[src/rtl/rf_arbiter2.sv]
// rf_arbiter2
// Two-requester arbiter and access sequencer for the shared 16x8 register
// file. Requester 0 (the digit-scan HLSM) and requester 1 (a loader or
// display walker) share the file's single read port and single write port.
// Grants rotate round-robin, and a bounded hold lets neither side starve the
// other. The granted requester's address, enable and write data are steered
// to the file. Read data is registered and returned to the requester that
// issued the read.
//
// Ports
//   Clk, Rst            clock; synchronous active-high reset
//   reqN                access request from requester N (N = 0, 1)
//   weN                 1 = write, 0 = read (meaningful while reqN = 1)
//   addrN, wdataN       entry address and write data of requester N
//   gntN                registered grant, one-hot or both 0
//   rvalidN             one-cycle pulse: rdataN carries fresh read data
//   rdataN              registered read data, held until N's next read
//   rf_raddr, rf_waddr  register-file read / write address
//   rf_ren, rf_wen      register-file read / write enable
//   rf_wdata            register-file write data
//   rf_rdata            register-file read data (combinational on rf_ren)

module rf_arbiter2 #(
    parameter int AW       = 4,
    parameter int DW       = 8,
    parameter int MAX_HOLD = 16
) (
    input  logic          Clk,
    input  logic          Rst,
    input  logic          req0,
    input  logic          req1,
    input  logic          we0,
    input  logic          we1,
    input  logic [AW-1:0] addr0,
    input  logic [AW-1:0] addr1,
    input  logic [DW-1:0] wdata0,
    input  logic [DW-1:0] wdata1,
    output logic          gnt0,
    output logic          gnt1,
    output logic          rvalid0,
    output logic          rvalid1,
    output logic [DW-1:0] rdata0,
    output logic [DW-1:0] rdata1,
    output logic [AW-1:0] rf_raddr,
    output logic [AW-1:0] rf_waddr,
    output logic          rf_ren,
    output logic          rf_wen,
    output logic [DW-1:0] rf_wdata,
    input  logic [DW-1:0] rf_rdata
);

    typedef enum logic [1:0] {
        IDLE = 2'd0,
        OWN0 = 2'd1,
        OWN1 = 2'd2
    } state_t;

    // Value of the hold counter during the last access a requester may make
    // before the grant is handed to a waiting peer.
    localparam logic [4:0] HOLD_LAST = 5'(MAX_HOLD - 1);

    state_t        state_q, state_d;
    logic          last_q, last_d;
    logic [4:0]    hold_q, hold_d;
    logic          rvalid0_q, rvalid0_d;
    logic          rvalid1_q, rvalid1_d;
    logic [DW-1:0] rdata0_q, rdata0_d;
    logic [DW-1:0] rdata1_q, rdata1_d;

    logic          acc0;
    logic          acc1;
    logic          access;

    // An access happens whenever the owner is requesting. Rst suppresses it
    // in the same cycle so that neither a write nor a read return can leak
    // out of a reset cycle.
    always_comb begin : access_decode
        acc0   = (state_q == OWN0) && req0 && !Rst;
        acc1   = (state_q == OWN1) && req1 && !Rst;
        access = acc0 || acc1;

        rf_raddr = '0;
        rf_waddr = '0;
        rf_wdata = '0;
        rf_ren   = 1'b0;
        rf_wen   = 1'b0;
        if (acc0) begin
            rf_raddr = addr0;
            rf_waddr = addr0;
            rf_wdata = wdata0;
            rf_wen   = we0;
            rf_ren   = !we0;
        end else if (acc1) begin
            rf_raddr = addr1;
            rf_waddr = addr1;
            rf_wdata = wdata1;
            rf_wen   = we1;
            rf_ren   = !we1;
        end
    end

    always_comb begin : next_state
        state_d = state_q;
        case (state_q)
            IDLE: begin
                // On a tie, the requester that did not own the file last wins.
                if (req0 && req1) begin
                    state_d = last_q ? OWN0 : OWN1;
                end else if (req0) begin
                    state_d = OWN0;
                end else if (req1) begin
                    state_d = OWN1;
                end
            end
            OWN0: begin
                if (!req0) begin
                    state_d = req1 ? OWN1 : IDLE;
                end else if (req1 && (hold_q == HOLD_LAST)) begin
                    state_d = OWN1;
                end
            end
            OWN1: begin
                if (!req1) begin
                    state_d = req0 ? OWN0 : IDLE;
                end else if (req0 && (hold_q == HOLD_LAST)) begin
                    state_d = OWN0;
                end
            end
            default: state_d = IDLE;
        endcase
    end

    always_comb begin : bookkeeping
        // The hold count belongs to the current grant only. It restarts on
        // any hand-over and in IDLE, and saturates so that a lone owner can
        // keep the file indefinitely.
        hold_d = hold_q;
        if ((state_d != state_q) || (state_q == IDLE)) begin
            hold_d = '0;
        end else if (access && (hold_q != HOLD_LAST)) begin
            hold_d = hold_q + 5'd1;
        end

        last_d = last_q;
        case (state_d)
            OWN0:    last_d = 1'b0;
            OWN1:    last_d = 1'b1;
            default: last_d = last_q;
        endcase

        rvalid0_d = acc0 && !we0;
        rvalid1_d = acc1 && !we1;
        rdata0_d  = rvalid0_d ? rf_rdata : rdata0_q;
        rdata1_d  = rvalid1_d ? rf_rdata : rdata1_q;
    end

    always_ff @(posedge Clk) begin
        if (Rst) begin
            state_q   <= IDLE;
            last_q    <= 1'b1;
            hold_q    <= '0;
            rvalid0_q <= 1'b0;
            rvalid1_q <= 1'b0;
            rdata0_q  <= '0;
            rdata1_q  <= '0;
        end else begin
            state_q   <= state_d;
            last_q    <= last_d;
            hold_q    <= hold_d;
            rvalid0_q <= rvalid0_d;
            rvalid1_q <= rvalid1_d;
            rdata0_q  <= rdata0_d;
            rdata1_q  <= rdata1_d;
        end
    end

    // The state register is the grant.
    assign gnt0    = (state_q == OWN0);
    assign gnt1    = (state_q == OWN1);
    assign rvalid0 = rvalid0_q;
    assign rvalid1 = rvalid1_q;
    assign rdata0  = rdata0_q;
    assign rdata1  = rdata1_q;

endmodule

[config.mk]
export PLATFORM = sky130hd
export DESIGN_NAME = rf_arbiter2
export DESIGN_NICKNAME = d
export VERILOG_FILES = /design/src/rtl/rf_arbiter2.sv
export SDC_FILE = /design/constraint.sdc
export NUM_CORES = 1
export LEC_CHECK = 0
export BUFFER_PORTS_ARGS = -buffer_cell sky130_fd_sc_hd__buf_2
export CAP_MARGIN = 30
export CORE_ASPECT_RATIO = 1.75
export CORE_UTILIZATION = 45
export DETAILED_ROUTE_END_ITERATION = 6
export HOLD_SLACK_MARGIN = 0.1
export PLACE_DENSITY = 0.85
export SETUP_SLACK_MARGIN = 0.5
export SLEW_MARGIN = 20
export SYNTH_ARGS = -nofsm -noshare
export SYNTH_HDL_FRONTEND = slang
export SYNTH_SLANG_ARGS = --single-unit
[constraint.sdc]
create_clock -name Clk -period 6.9 [get_ports Clk]
set_input_delay 0.345 -clock Clk [delete_from_list [all_inputs] [get_ports Clk]]
set_output_delay 0.345 -clock Clk [all_outputs]
set_load 0.01 [all_outputs]
==> summary.md <==
| Metric | Value |
|---|---|
| Post-synth EDFFs | 0 |
| CTS tree | done |
| Final WL | 2.966 mm |
| Critical Path Source Type | flip-flop |
| Worst Clk Skew | between 0.005 and 0.006 ns |
| Yosys top cell by area | dfxtp_1 |
| Max IR drop VDD | roughly 0.14 mV |
| Std cell rows | 26 |
| Leak Pwr | approximately 0.85 nW |
| Setup TNS | 0 ns |
| Via density | roughly 5.3 |
| Total track usage | 0.1831 |
| Core region area | slightly below 3000 um2 |
| DRC viols | 10 |
| Drt pass-1 iters | 7 |
| Slew Viols, Final | 0 |
| Synthesized cell area | approximately 1400 um2 |
| DR vias | about 1200 |
| Syn Nets | 177 |
| PortBufs | 75 |
| CTS Sinks | 26 |
| Commonest non-fill, non-tap cell in the layout | buf_2 |
| Boundary pin count | between 70 and 80 |
| Synth top area share | 0.3768 |
| Die Width | about 44 um |
| Seq/Total Area, Yosys | 0.3768 |
| P&R area growth vs syn | 28.17% |
| Post-DR wirelength/cell | between 10 and 15 um |
| PostCTS Resize Cnt | 0 |
| Pwr Total | between 0.2 and 0.3 mW |
| CTS HTree Levels | 1 |
| Num CTS Buffers | 3 |
| Share of layout cells above drive strength 1 | 0.4653 |
| PD cells | 168.3 nW/um2 |
| F_max | between 300 and 400 MHz |
| # nets final | 244 |
| Initial antenna violation count | 0 |
| Kind of critical path | reg2out |
| Final period utilization | 0.3649 |
| CTS Hold Bufs | 0 |
| Largest net degree at the start of global routing | 28 |
| Post-CTS Setup Repair Bufs | 0 |
| Post-DRT Antenna Nets | 0 |
| Final cell count without fillers | between 200 and 250 |
| Top cells by area, synth | dfxtp_1 38%, mux2i_1 12%, a22o_1 8.2%, nor2_1 6.3%, buf_4 4.3% |
| Status | complete, but fails checks |
| Clk buf depth | 2 |
| Final setup violation count | 0 |
| Vias in the first global route | ~1100 |
| Post-synthesis register bit count | 26 |
| Fin. Hold Viols | 0 |
| Worst skew pair latency | around 0.26 ns |
| Die area | 3304 um2 |
| Mapped Avg Cell Area | 10.16 um2 |
| Most frequent cells in the layout | 75 x buf_2, 26 x dfxtp_1, 23 x nor2_1 |
| Met3 usage | 0.02133 |
| Root buf cell | clkbuf_8 |
| GR peak layer | met2 |
| Initial DRC Count | 29 |
| Main synth FF type | dfxtp_1 |
| Chip height | between 70 and 80 um |
| Clk slew on worst S/H paths | ~0.08 ns |
| Max Cap Viol | 0 |
| Worst hold slack | between 0.3 and 0.4 ns |
| Post-synth ARST share | 0 |
| Unrepaired setup endpoints after global routing | no |
| Met2 GRT Util | 0.3831 |
| Critical Path RT | between 6 and 7 ns |
| Met1 GRT Util | 0.1729 |
| DP Wirelength | around 2.4 mm |
| First-pass GRT wire length | 4.616 mm |
| Measured slew at the worst slew-check pin | about 0.9 ns |
| Initial Util | 0.4718 |
| Max_slew headroom | 0.3972 |
| Cells after Synth | ~140 |
| Crit end category | output pin |
| Placed cell count | about 230 |
| Min-delay worst type | in2reg |
| Post-route minimum period | 2.518 ns |
| GPL Wtd Cong | ~0.76 |
| WP data arrival | around 2.2 ns |
| Crit path max fanout | 14 |
| Yosys warns | 0 |
| Failing checks | DRC |
| ANT cells | 0 |
| Grt ovf | 0 |
| Yosys cell types | 31 |
## worst max-delay path, stage by stage (launching register included)
cell,delay [ns]
dfxtp_1,0.62
nand3b_4,0.21
nor3_2,0.72
or2_2,0.23
buf_2,0.12
## layer usage
metal  vias up  share of wire
met5         -              0
met4         0          0.011
met3         5          0.098
met2        73           0.54
met1       541           0.35
li1        604              -
## metrics by stage
step                      area, um2  setup slack (ns)  utilization
after floorplan                1381             4.611            -
after global placement         1708             4.474       0.5833
after detailed placement       1708             4.390       0.5833
after CTS                      1763             4.339       0.6021
after global routing           1770             4.190       0.6047
final                          1770             4.382       0.6047
## final cells by class
class	instances	area [um2]
tap	28	35.03
clock buffer	4	55.05
inverter	4	15.01
fill	275	1157
timing repair buffer	76	382.9
sequential	26	520.5
multi-input combinational	92	762.0
## flip-flops by register name, summed over array words and instances, names as in the netlist
signal,count
hold_q,5
rdata1,8
rvalid0,1
last_q,1
state_q,2
rvalid1,1
rdata0,8
## Yosys cell counts (all sizes together), types with 2 or more instances
cell / n
inv: 4
a21o: 2
a22o: 13
ha: 3
o21ai: 3
nor3: 3
mux2i: 17
a2111oi: 2
nor2b: 4
nor2: 24
buf: 14
a21oi: 2
dfxtp: 26
a211oi: 3
nand3b: 2
nand3: 2
xnor2: 3
## kinds of logic after synthesis
kind of cell | share of synthesized area
buf+inv | 0.07517
simple gates | 0.1576
compound gates | 0.2129
mux | 0.1313
xor+xnor | 0.01903
flops | 0.3768
fa+ha+maj | 0.02718
## final timing paths
kind                from   endpoint  slack, ns  cells after the start
min reg2reg    rdata0[3]  rdata0[3]       0.50                      2
max           state_q[0]     rf_ren       4.38                      4
min          rf_rdata[0]  rdata0[0]       0.33                      3
max reg2reg    hold_q[0]     last_q       4.38                      8
## where the power goes
| part | internal, mW | switching [mW] |
|---|---|---|
| Combinational | 0.0229 | 0.0240 |
| Sequential | 0.153 | 0.00480 |
| Clock | 0.0509 | 0.0423 |
| Total | 0.227 | 0.0710 |
(Power assumes the default switching activity.)
